File: src/rtl/pipe_flow_ctrl_pkg.sv
// Shared types and constants for the pipeline flow controller and its MD busy tracker.
// Holds the interrupt FSM encoding and the MD countdown width.
package cpu_ctrl_pkg;

   localparam int MD_CNT_W       = 6;
   localparam int MUL_CYCLES_DEF = 5;
   localparam int DIV_CYCLES_DEF = 32;

   typedef enum logic [1:0] {
      I_IDLE = 2'd0,
      I_PEND = 2'd1,
      I_TAKE = 2'd2
   } irq_state_t;

   // Clamp a latency parameter into the range the 6-bit countdown can represent.
   function automatic logic [MD_CNT_W-1:0] md_latency(input int cycles);
      int c;
      c = cycles;
      if (c < 1) c = 1;
      if (c > (1 << MD_CNT_W) - 1) c = (1 << MD_CNT_W) - 1;
      return MD_CNT_W'(c);
   endfunction

endpackage

File: src/rtl/pipe_flow_ctrl_md_busy_tracker.sv
// Countdown model of the multi-cycle MUL/DIV unit.
// Produces md_busy and the stall raised when ID needs HI/LO while the unit computes.
module md_busy_tracker
   import cpu_ctrl_pkg::*;
#(
   parameter int MUL_CYCLES = MUL_CYCLES_DEF,
   parameter int DIV_CYCLES = DIV_CYCLES_DEF
) (
   input  logic clk_i,
   input  logic rst_i,
   input  logic md_start_mul_i,
   input  logic md_start_div_i,
   input  logic id_uses_md_i,
   output logic md_busy_o,
   output logic md_stall_o
);

   localparam logic [MD_CNT_W-1:0] MUL_LD = md_latency(MUL_CYCLES);
   localparam logic [MD_CNT_W-1:0] DIV_LD = md_latency(DIV_CYCLES);

   logic [MD_CNT_W-1:0] md_cnt_q, md_cnt_d;

   // A start while busy is illegal and deliberately ignored; div has priority over mul.
   always_comb begin
      md_cnt_d = md_cnt_q;
      if (md_cnt_q != '0) begin
         md_cnt_d = md_cnt_q - 1'b1;
      end else if (md_start_div_i) begin
         md_cnt_d = DIV_LD;
      end else if (md_start_mul_i) begin
         md_cnt_d = MUL_LD;
      end
   end

   always_ff @(posedge clk_i or posedge rst_i) begin
      if (rst_i) begin
         md_cnt_q <= '0;
      end else begin
         md_cnt_q <= md_cnt_d;
      end
   end

   assign md_busy_o  = (md_cnt_q != '0);
   assign md_stall_o = md_busy_o & id_uses_md_i;

endmodule

File: src/rtl/pipe_flow_ctrl.sv
// Pipeline flow controller: stall/flush generation, deferred interrupt entry and
// a saturating stall-cycle statistics counter.
module pipe_flow_ctrl
   import cpu_ctrl_pkg::*;
#(
   parameter int NUM_IRQ    = 6,
   parameter int MUL_CYCLES = MUL_CYCLES_DEF,
   parameter int DIV_CYCLES = DIV_CYCLES_DEF,
   parameter int CNT_W      = 32
) (
   input  logic               clk,
   input  logic               reset,
   input  logic               ld_use_stall,
   input  logic               gpr_stall,
   input  logic               id_uses_md,
   input  logic               id_is_cti,
   input  logic               md_start_mul,
   input  logic               md_start_div,
   input  logic               correct_at_ex,
   input  logic               correct_at_mem,
   input  logic [NUM_IRQ-1:0] irq_in,
   input  logic [NUM_IRQ-1:0] irq_mask,
   input  logic               ie,
   input  logic               exl,
   input  logic               stat_clr,
   output logic               pc_write,
   output logic               if_flush,
   output logic               id_flush,
   output logic               exl_set,
   output logic [NUM_IRQ-1:0] irq_cause,
   output logic               md_busy,
   output logic [CNT_W-1:0]   stall_cnt,
   output irq_state_t         dbg_irq_state
);

   logic               md_stall;
   logic               stall;
   logic [NUM_IRQ-1:0] irq_src;
   logic               irq_hit;
   logic               take_ok;
   logic               exl_set_c;

   irq_state_t         state_q, state_d;
   logic [NUM_IRQ-1:0] cause_q, cause_d;
   logic [CNT_W-1:0]   stall_cnt_q, stall_cnt_d;

   md_busy_tracker #(
      .MUL_CYCLES (MUL_CYCLES),
      .DIV_CYCLES (DIV_CYCLES)
   ) u_md (
      .clk_i          (clk),
      .rst_i          (reset),
      .md_start_mul_i (md_start_mul),
      .md_start_div_i (md_start_div),
      .id_uses_md_i   (id_uses_md),
      .md_busy_o      (md_busy),
      .md_stall_o     (md_stall)
   );

   assign stall    = ld_use_stall | gpr_stall | md_stall;
   assign pc_write = ~stall;
   assign if_flush = exl_set_c | correct_at_ex | correct_at_mem;
   assign id_flush = stall | correct_at_mem;

   assign irq_src = irq_in & irq_mask;
   assign irq_hit = (irq_src != '0) & ie & ~exl;
   // Entry is held off over a CTI so EPC never lands in a delay slot.
   assign take_ok = ~id_is_cti & ~stall & ~correct_at_ex & ~correct_at_mem;

   always_comb begin
      state_d   = state_q;
      cause_d   = cause_q;
      exl_set_c = 1'b0;
      case (state_q)
         I_IDLE: begin
            if (irq_hit) begin
               state_d = I_PEND;
               cause_d = irq_src;
            end
         end
         I_PEND: begin
            cause_d = irq_src;
            if ((irq_src == '0) || exl || !ie) begin
               state_d = I_IDLE;
            end else if (take_ok) begin
               exl_set_c = 1'b1;
               state_d   = I_TAKE;
            end
         end
         // One dead cycle lets the CP0 EXL write become visible before re-arming.
         I_TAKE: begin
            state_d = I_IDLE;
         end
         default: begin
            state_d = I_IDLE;
         end
      endcase
   end

   always_comb begin
      stall_cnt_d = stall_cnt_q;
      if (stat_clr) begin
         stall_cnt_d = '0;
      end else if (stall && (stall_cnt_q != {CNT_W{1'b1}})) begin
         stall_cnt_d = stall_cnt_q + 1'b1;
      end
   end

   always_ff @(posedge clk or posedge reset) begin
      if (reset) begin
         state_q     <= I_IDLE;
         cause_q     <= '0;
         stall_cnt_q <= '0;
      end else begin
         state_q     <= state_d;
         cause_q     <= cause_d;
         stall_cnt_q <= stall_cnt_d;
      end
   end

   assign exl_set       = exl_set_c;
   assign irq_cause     = cause_q;
   assign stall_cnt     = stall_cnt_q;
   assign dbg_irq_state = state_q;

endmodule

File: config.mk
export PLATFORM = sky130hd
export DESIGN_NAME = pipe_flow_ctrl
export DESIGN_NICKNAME = d
export VERILOG_FILES = /design/src/rtl/pipe_flow_ctrl_pkg.sv /design/src/rtl/pipe_flow_ctrl_md_busy_tracker.sv /design/src/rtl/pipe_flow_ctrl.sv
export SDC_FILE = /design/constraint.sdc
export NUM_CORES = 1
export LEC_CHECK = 0
export ABC_AREA = 0
export CELL_PAD_IN_SITES_DETAIL_PLACEMENT = 0
export CELL_PAD_IN_SITES_GLOBAL_PLACEMENT = 2
export CORE_MARGIN = 4
export CORE_UTILIZATION = 26
export DETAILED_ROUTE_END_ITERATION = 12
export PLACE_DENSITY_LB_ADDON = 0.3
export SYNTH_ARGS = -nofsm -noshare
export SYNTH_HDL_FRONTEND = slang
export SYNTH_HIERARCHICAL = 1
export SYNTH_SLANG_ARGS = --single-unit
File: constraint.sdc
create_clock -name clk -period 2.6 [get_ports clk]
set_input_delay 0.78 -clock clk [delete_from_list [all_inputs] [get_ports clk]]
set_output_delay 0.78 -clock clk [all_outputs]
set_load 0.02 [all_outputs]
* Yosys cells after proc, flatten, opt, wreduce, memory -nomap -nowiden *
Cells that the tools add are included.

storage, ports and cells
  register bits = 46
  latch bits = 0
  RAM bits = 0
  bits in read-only memories = 0
  bits of input ports = 25
  output and inout port bits = 45
  memories kept = 0

cells by class
  add/sub/neg operators = 2
  $mul = 0
  div/mod/pow operators = 0
  order comparisons = 0
  eq/ne operators = 4
  shifts and indexed selects = 0
  multiplexer cells = 14
  bitwise gates (word level) = 17
  reduce and logical (&&, ||, !) cells = 13

operator list
  cell                                                 count
  two-way mux 32 bit                                   2
  adder 32 x 1 -> 32 bit, second input constant        1
  != test 32 bit, second input constant                1
  two-way mux 6 bit                                    4
  one-hot mux 6 bit (2 select lines)                   1
  nonzero test 6 bit                                   2
  AND 1 bit                                            6
  AND 6 bit                                            1
  zero test 6 bit                                      1
  two-way mux 2 bit                                    3
  subtractor 6 x 1 -> 6 bit, second input constant     1
  inverter 1 bit                                       5
  bitwise OR 1 bit                                     5
  one-hot mux 2 bit (2 select lines)                   1
  AND reduction 2 bit                                  2
  nonzero test 2 bit                                   2
  two-way mux 1 bit                                    3
  != test 3 bit, second input constant                 1
  nonzero test 3 bit                                   1
  equality test 2 x 1 -> 1 bit, second input constant  1
  zero test 2 bit                                      1
  logical OR 1 bit                                     2
  != test 2 bit, second input constant                 1
  logical AND 1 bit                                    1
  zero test 1 bit                                      1

* Longest topological paths before layout *
Gate-level depths: netlist of run 1.

  depth in word-level cells = 12
  gate-level depth with buffers = 12
  gate-level depth less buffers = 11

* Hierarchy *
Netlist of run 1, hierarchy kept.

modules (own cells, without submodules)
  module           instances  cells each  area each (µm²)  seq. area each (µm²)
  pipe_flow_ctrl   1          245         2263.4           1001.0
  md_busy_tracker  1          33          339.1            150.1

* Least setup slack after synthesis of run 1 *
No wires, ideal clock.

  kind = register to output
  start = register u_md.md_cnt_q[0]
  end = output port exl_set
  arrival = 2231 ps
  setup slack = -411 ps
  stages on the path, launching flop included = 9
  path buffers = 1
  path through = dfrtp_1 inv_1 ha_1 nor3b_4 nand2_2 and2_1 or3_1 buf_2 nor3_1

between the ends
  longest elaborated chain between the ends = 10

RTL lines
  element                  line                                  RTL
  start, declared          pipe_flow_ctrl_md_busy_tracker.sv:21  logic [MD_CNT_W-1:0] md_cnt_q, md_cnt_d;
  start signal, assigned   pipe_flow_ctrl_md_busy_tracker.sv:39  md_cnt_q <= md_cnt_d;
  nonzero test 6 bit       pipe_flow_ctrl_md_busy_tracker.sv:43  assign md_busy_o = (md_cnt_q != '0);
  net md_busy              pipe_flow_ctrl.sv:31                  output logic md_busy,
  AND 1 bit                pipe_flow_ctrl_md_busy_tracker.sv:44  assign md_stall_o = md_busy_o & id_uses_md_i;
  net md_stall             pipe_flow_ctrl.sv:36                  logic md_stall;
  bitwise OR 1 bit         pipe_flow_ctrl.sv:60                  assign stall = ld_use_stall | gpr_stall | md_stall;
  inverter 1 bit           pipe_flow_ctrl.sv:68                  assign take_ok = ~id_is_cti & ~stall & ~correct_at_ex & ~correct_at_mem;
  AND 1 bit (3 in series)  pipe_flow_ctrl.sv:68
  two-way mux 1 bit        pipe_flow_ctrl.sv:85                  end else if (take_ok) begin
  two-way mux 1 bit        pipe_flow_ctrl.sv:83                  if ((irq_src == '0) || exl || !ie) begin
  two-way mux 1 bit        pipe_flow_ctrl.sv:74                  case (state_q)
  end, declared            pipe_flow_ctrl.sv:29                  output logic exl_set,

The timed path passes the listed nets, and every way through them passes these cells.

* Final worst setup path of run 1 *
  start = register u_md.md_cnt_q[1]
  end = output port if_flush

between the ends
  longest elaborated chain between the ends = 12

RTL lines
  element                         line                                  RTL
  nonzero test 6 bit              pipe_flow_ctrl_md_busy_tracker.sv:43
  AND 1 bit                       pipe_flow_ctrl_md_busy_tracker.sv:44
  net md_stall                    pipe_flow_ctrl.sv:36
  bitwise OR 1 bit                pipe_flow_ctrl.sv:60
  inverter 1 bit                  pipe_flow_ctrl.sv:68
  AND 1 bit (3 in series)         pipe_flow_ctrl.sv:68
  two-way mux 1 bit               pipe_flow_ctrl.sv:85
  two-way mux 1 bit               pipe_flow_ctrl.sv:83
  two-way mux 1 bit               pipe_flow_ctrl.sv:74
  bitwise OR 1 bit (2 in series)  pipe_flow_ctrl.sv:62                  assign if_flush = exl_set_c | correct_at_ex | correct_at_mem;
  end, declared                   pipe_flow_ctrl.sv:27                  output logic if_flush,

The timed path passes the listed nets, and every way through them passes these cells.

==> results of run 1 <==
[area by class of cell]
class                      instances  area, sq um  share of cell area
multi-input combinational        207         1541              0.3729
sequential                        46         1151              0.2784
timing repair buffer             116         1090              0.2636
tap                              133        166.4             0.04025
inverter                          19        76.32             0.01846
clock buffer                       5        68.82             0.01665
clock inverter                     3        40.04            0.009685
[placed cells by master (no fill, tap or decap), types with 5 or more instances in the layout]
master	count
xnor2_1	16
a211oi_1	5
buf_4	38
nor2b_1	6
a21oi_1	13
clkbuf_8	5
nand3_1	13
or3_1	5
mux2i_1	10
buf_6	11
nor2_1	31
dfrtp_1	46
inv_1	16
clkdlybuf4s50_1	64
nand2_1	16
nand4_1	11
[timing repair]
action,4_1_cts,5_1_grt
setup buffers,9,6
hold buffers,0,0
pin swaps,12,9
resized for setup,54,16
endpoints found under the hold margin,0,0
endpoints found under the setup margin,18,30
[worst max path at each step]
stage,slack (ns),depth (start not counted),to
after global routing,-0.37,9,if_flush
after global placement,-0.79,7,if_flush
after CTS,-0.39,9,if_flush
after detailed placement,-0.83,7,if_flush
final,-0.27,9,if_flush
after floorplan,-0.12,9,if_flush
[stage by stage]
| stage | hold slack [ns] | TNS (ns) | utilization |
|---|---|---|---|
| floorplan | 0.4874 | -0.2910 | - |
| global placement | 0.5086 | -10.20 | 0.3849 |
| detailed placement | 0.5191 | -10.65 | 0.3849 |
| CTS | 0.5372 | -1.621 | 0.4146 |
| global route | 0.5619 | -1.599 | 0.4229 |
| finish | 0.5264 | -1.011 | 0.4229 |
[metal layers]
metal | GRT usage | up-vias | share of wire
li1 | - | 1235 | -
met1 | 0.1646 | 1214 | 0.45
met2 | 0.2300 | 49 | 0.49
met3 | 0.03403 | 5 | 0.056
met4 | 0.03246 | 0 | 0.0086
met5 | 0 | - | 0
[flip-flops by register name (all words and copies together), names as in the netlist]
register,cells
dbg_irq_state,2
irq_cause,6
stall_cnt,32
u_md/md_cnt_q,6
[cells by family after synthesis]
family	after synthesis	share of synthesized area
compound gates	47	0.1178
mux	14	0.05577
xor+xnor	17	0.05721
buf+inv	25	0.03702
fa+ha+maj	2	0.009614
flops	46	0.4423
simple gates	127	0.2803
[report_power, final]
| group | switching (uW) | leakage, uW | internal [uW] | total (uW) |
|---|---|---|---|---|
| Sequential | 47.7 | 0.000620 | 785 | 832 |
| Clock | 257 | 0.0000579 | 283 | 540 |
| Combinational | 269 | 0.00105 | 350 | 619 |
| Total | 573 | 0.00172 | 1420 | 1990 |
[tightest hold or removal path, cell delays in order (launching register included)]
cell and delay (ns):
dfrtp_1 0.38, inv_1 0.05, mux2i_1 0.06
==> flow_summary_export.csv, run 1 <==
group,metric,value,unit
yosys,synth.top_cell.area_share,0.4423,
clocking,cts_made_buffers,5,
drt,drc_errors,0,
clocking,htreeDepth,2,
timing,finalMaxSlewViolations,0,
yosys,yosysUniqueCellTypes,49,
worst_setup_path,cp-startpoint,"u_md/md_cnt_q[1]",
drt,drt-total-wl,7544,um
min_path,whs_path_depth,2,
timing,setup_violations,4,
worst_setup_path,required,1.82,ns
timing,fmax,0.3481,GHz
pwr,vdd_ir_drop_max,0.3653,mV
die,io_pins,70,
placed_design,place_ws,-0.8292,ns
clocking,clockBufferDepth,2,
grt,grt_pass1_vias,2539,
timing,setup_slack,-0.2730,ns
placed_design,hpwlAfterDp,5455,um
yosys,syn_area,0.002602,sq mm
worst_setup_path,criticalPathCategory,"flop to output pin",
cells_and_area,fin_cells,529,
grt,grt_max_degree,37,
worst_setup_path,cpMaxStageDelayCell,"dfrtp_1",
worst_setup_path,rr_worst_depth,13,
timing,post-route-min-period,2.873,ns
die,start_util,0.2663,
cells_and_area,final.fill_count,1021,
timing,timing.final.crit_share,1.105,
placed_design,dpl.cell_count,510,
worst_setup_path,cp_max_fo,3,
die,die-area,0.01167,sq mm
timing,rsz0062_at_grt,"true",
pwr,power.density,481.7,mW/mm^2
drt,wl_per_cell,14.26,um
yosys,synth_seq_cells,46,
worst_setup_path,start_kind,"flop",
yosys,seq_area_frac_synth,0.4423,
worst_setup_path,crit_buf_inv,2,
yosys,ys.flop_type,"dfrtp_1",
pwr,p_leak,0.001724,uW
grt,grt_overflow,0,
worst_setup_path,slowest_delay,0.39,ns
grt,grt_pass1_wl,12430,um
status,violations,"setup timing",
placed_design,gp_congestion,0.7690,
drt,drtIter0Drc,64,
yosys,yosys-top-cells-count,"dfrtp_1 (46), nor2_1 (31), inv_1 (19), a21oi_1 (17)",
die,rows,36,
worst_setup_path,critical_path.cell_chain,"inv_2, ha_4, nor3b_4, nand2_4, and2_4, or3_4, nor3_4, nand2b_4, buf_6",
yosys,async_flop_share,1.000,
yosys,synth_top_area_cell,"dfrtp_1",
clocking,cts.sinks,46,
cells_and_area,area_growth,58.85,%
drt,via_per_inst,4.732,
pwr,power,1991,uW
yosys,syn-num-nets,305,
placed_design,io_buffers,69,
flow_run,drv_cap,0,
clocking,clk_latency,0.30,ns
clocking,root_buffer,"clkbuf_8",
worst_setup_path,cpLargestDelayFamily,"simple AND/OR/NAND/NOR gates",
worst_setup_path,r2r_end,"stall_cnt[19]",
worst_setup_path,r2r_slack,0.07,ns
timing,finalHoldViolCount,0,
yosys,netlist_instances,278,
min_path,hold_path_end,"irq_cause[3]",
grt,antenna_found_initial,0,
yosys,synth.area.top_cells,"dfrtp_1 (44%), xnor2_1 (5.4%), nor2_1 (4.5%)",
timing,max_slew_margin,0.5691,
clocking,clk_pin_slew,0.09,ns
status,status,"complete, but fails checks",
worst_setup_path,endpoint_kind,"output pin",
yosys,synth-edff-count,0,
cells_and_area,final_area,0.004134,sq mm
clocking,tritoncts,"yes",
cells_and_area,num-nets-final,422,
die,fp.coreArea,0.009774,sq mm
worst_setup_path,worstPathArrival,2.09,ns
die,die_y,108.0,um
drt,firstDrtPassIters,4,
grt,grt_use_total,0.1326,
cells_and_area,drive_gt1_frac,0.2576,
yosys,syn_area_per_cell,9.361,sq um
timing,skew,0.006918,ns
die,fp.dieW,108.0,um
cells_and_area,antenna_cells,0,
min_path,hold_class,"flop to flop",
drt,ant_nets,0,
worst_setup_path,r2r_start,"u_md/md_cnt_q[1]",
yosys,yosysWarnings,6,
drt,vias,2503,
placed_design,place_area,0.003762,sq mm
yosys,yosysMostFrequentCell,"dfrtp_1",
timing,tightestPinTransition,0.6404,ns
min_path,worstHoldStart,"irq_cause[3]",
Power figures use the tool's default switching activity.
==> run 2: changes to the inputs <==
--- a/config.mk
+++ b/config.mk
@@ -10,6 +10,7 @@
 export CELL_PAD_IN_SITES_GLOBAL_PLACEMENT = 2
 export CORE_MARGIN = 4
 export CORE_UTILIZATION = 26
+export CTS_CLUSTER_SIZE = 24
 export DETAILED_ROUTE_END_ITERATION = 12
 export PLACE_DENSITY_LB_ADDON = 0.3
 export SYNTH_ARGS = -nofsm -noshare
==> constraint.sdc (replaced) <==
create_clock -name clk -period 2.3 [get_ports clk]
set_input_delay 0.69 -clock clk [delete_from_list [all_inputs] [get_ports clk]]
set_output_delay 0.69 -clock clk [all_outputs]
set_load 0.02 [all_outputs]
==> flow_summary_export.csv, run 2 (same netlist as run 1, synthesis figures left out) <==
group,metric,value,unit
die,rows,36,
cells_and_area,final_cell_mix,"clkdlybuf4s50_1 (64), buf_4 (53), dfrtp_1 (46)",
clocking,htreeDepth,2,
grt,use_met2,0.2331,
cells_and_area,area_growth,62.36,%
status,violations,"setup timing",
cells_and_area,final.fill_count,1023,
worst_setup_path,r2r_end,"stall_cnt[27]",
timing,finalHoldViolCount,0,
status,status,"complete, but fails checks",
placed_design,gp_congestion,0.7437,
timing,max_slew_margin,0.7070,
worst_setup_path,r2r_slack,-0.22,ns
timing,finalMaxSlewViolations,0,
pwr,p_leak,0.001773,uW
pwr,vdd_ir_drop_max,0.5337,mV
worst_setup_path,rr_worst_depth,12,
timing,setup_violations,33,
drt,drtIter0Drc,50,
die,die-area,0.01167,sq mm
worst_setup_path,worstPathArrival,2.10,ns
drt,via_per_inst,4.706,
worst_setup_path,cp_max_fo,3,
worst_setup_path,cpMaxStageDelayCell,"dfrtp_1",
grt,grt_overflow,0,
worst_setup_path,r2r_start,"u_md/md_cnt_q[1]",
timing,timing.final.crit_share,1.214,
clocking,tritoncts,"yes",
drt,wl_per_cell,14.10,um
grt,grt_pass1_vias,2597,
timing,setup_tns,-4.919,ns
worst_setup_path,critical_path.cell_chain,"inv_2, ha_4, nor3b_4, nand2_4, and2_4, or3_4, buf_4, nor3_4, buf_6",
worst_setup_path,cpLargestDelayFamily,"simple AND/OR/NAND/NOR gates",
die,start_util,0.2663,
cells_and_area,regArea,0.001151,sq mm
placed_design,io_buffers,69,
drt,drc_errors,0,
die,die_y,108.0,um
clocking,cts.sinks,46,
placed_design,hpwlAfterDp,5630,um
cells_and_area,drive_gt1_frac,0.2868,
grt,use_met1,0.1750,
placed_design,place_ws,-0.9468,ns
grt,grt_use_total,0.1371,
timing,fmax,0.3582,GHz
worst_setup_path,crit_buf_inv,3,
clocking,clk_pin_slew,0.09,ns
cells_and_area,antenna_cells,0,
flow_run,drv_cap,0,
cells_and_area,largest_register_ffs,32,
worst_setup_path,endpoint_kind,"output pin",
worst_setup_path,required,1.61,ns
clocking,clockBufferDepth,2,
grt,grt_max_degree,41,
die,fp.coreArea,0.009774,sq mm
grt,grt.busiest_layer,"met2",
drt,firstDrtPassIters,4,
clocking,cts_made_buffers,5,
cells_and_area,multi_input_area,0.001565,sq mm
worst_setup_path,start_kind,"flop",
drt,vias,2546,
cells_and_area,final_common_cell,"clkdlybuf4s50_1",
timing,post-route-min-period,2.791,ns
worst_setup_path,slowest_delay,0.40,ns
grt,grt_pass1_wl,12850,um
min_path,worstHoldStart,"irq_cause[1]",
grt,antenna_found_initial,0,
drt,ant_nets,0,
grt,use_met3,0.03463,
min_path,whs_path_depth,2,
timing,rsz0062_at_grt,"true",
pwr,power.density,515.1,mW/mm^2
timing,skew,0.007718,ns
die,fp.dieW,108.0,um
timing,setup_slack,-0.4915,ns
timing,tightestPinTransition,0.4380,ns
clocking,root_buffer,"clkbuf_8",
min_path,hold_class,"flop to flop",
worst_setup_path,criticalPathCategory,"flop to output pin",
cells_and_area,num-nets-final,434,
min_path,hold_path_end,"irq_cause[1]",
die,io_pins,70,
clocking,clk_latency,0.30,ns
drt,drt-total-wl,7629,um
==> run 2: worst min-delay path, cell delays in order, from the launching register on <==
cell	delay, ns
dfrtp_1	0.39
inv_1	0.05
mux2i_1	0.05
==> run 2: cell type report <==
type,count,share of cell area
multi-input combinational,207,0.3704
timing repair buffer,128,0.2787
sequential,46,0.2724
tap,133,0.03938
clock buffer,7,0.02043
inverter,19,0.01747
clock inverter,1,0.001184
==> run 2: report_power, final <==
group	internal, uW	switching, uW
logic	397	310
clock network	243	285
registers	887	54.7
==> run 2: metal layers <==
metal / part of all wire / up-vias / wire [um]
met2: 0.48 / 56 / 3642
met5: 0 / - / 0
met1: 0.45 / 1228 / 3441
li1: - / 1255 / -
met3: 0.062 / 7 / 470
met4: 0.0097 / 0 / 74
==> run 2: what timing repair did <==
item / in CTS / in global routing
gates resized for setup: 48 / 13
setup buffers: 7 / 2
pin swaps: 8 / 5
endpoints found under the setup margin: 33 / 38
hold buffers: 0 / 0
==> run 2: how the worst max path moves through the flow <==
stage | slack, ns | end | startpoint | depth (start not counted)
global route | -0.59 | exl_set | u_md/md_cnt_q[1] | 9
global placement | -0.94 | if_flush | id_uses_md | 6
CTS | -0.51 | exl_set | u_md/md_cnt_q[1] | 9
floorplan | -0.33 | if_flush | u_md/md_cnt_q[0] | 9
finish | -0.49 | exl_set | u_md/md_cnt_q[1] | 9
detailed placement | -0.95 | if_flush | id_uses_md | 6
==> run 2: stage by stage <==
step	std cells	total power, uW	hold WS, ns	area [sq um]	util
2_1_floorplan	278	1263	0.4810	2705	-
3_3_place_gp	525	1575	0.5070	3939	0.4030
3_5_place_dp	525	1585	0.5170	3939	0.4030
4_1_cts	539	2177	0.5312	4156	0.4252
5_1_grt	541	2311	0.5465	4225	0.4323
6_report	541	2176	0.5241	4225	0.4323
==> run 3: changes to the inputs <==
--- a/config.mk
+++ b/config.mk
@@ -6,6 +6,7 @@
 export NUM_CORES = 1
 export LEC_CHECK = 0
 export ABC_AREA = 0
+export ABC_CLOCK_PERIOD_IN_PS = 2300
 export CELL_PAD_IN_SITES_DETAIL_PLACEMENT = 0
 export CELL_PAD_IN_SITES_GLOBAL_PLACEMENT = 2
 export CORE_MARGIN = 4
==> results of run 3 <==
No change in the layout: final DEF, timing and power equal those of run 2.
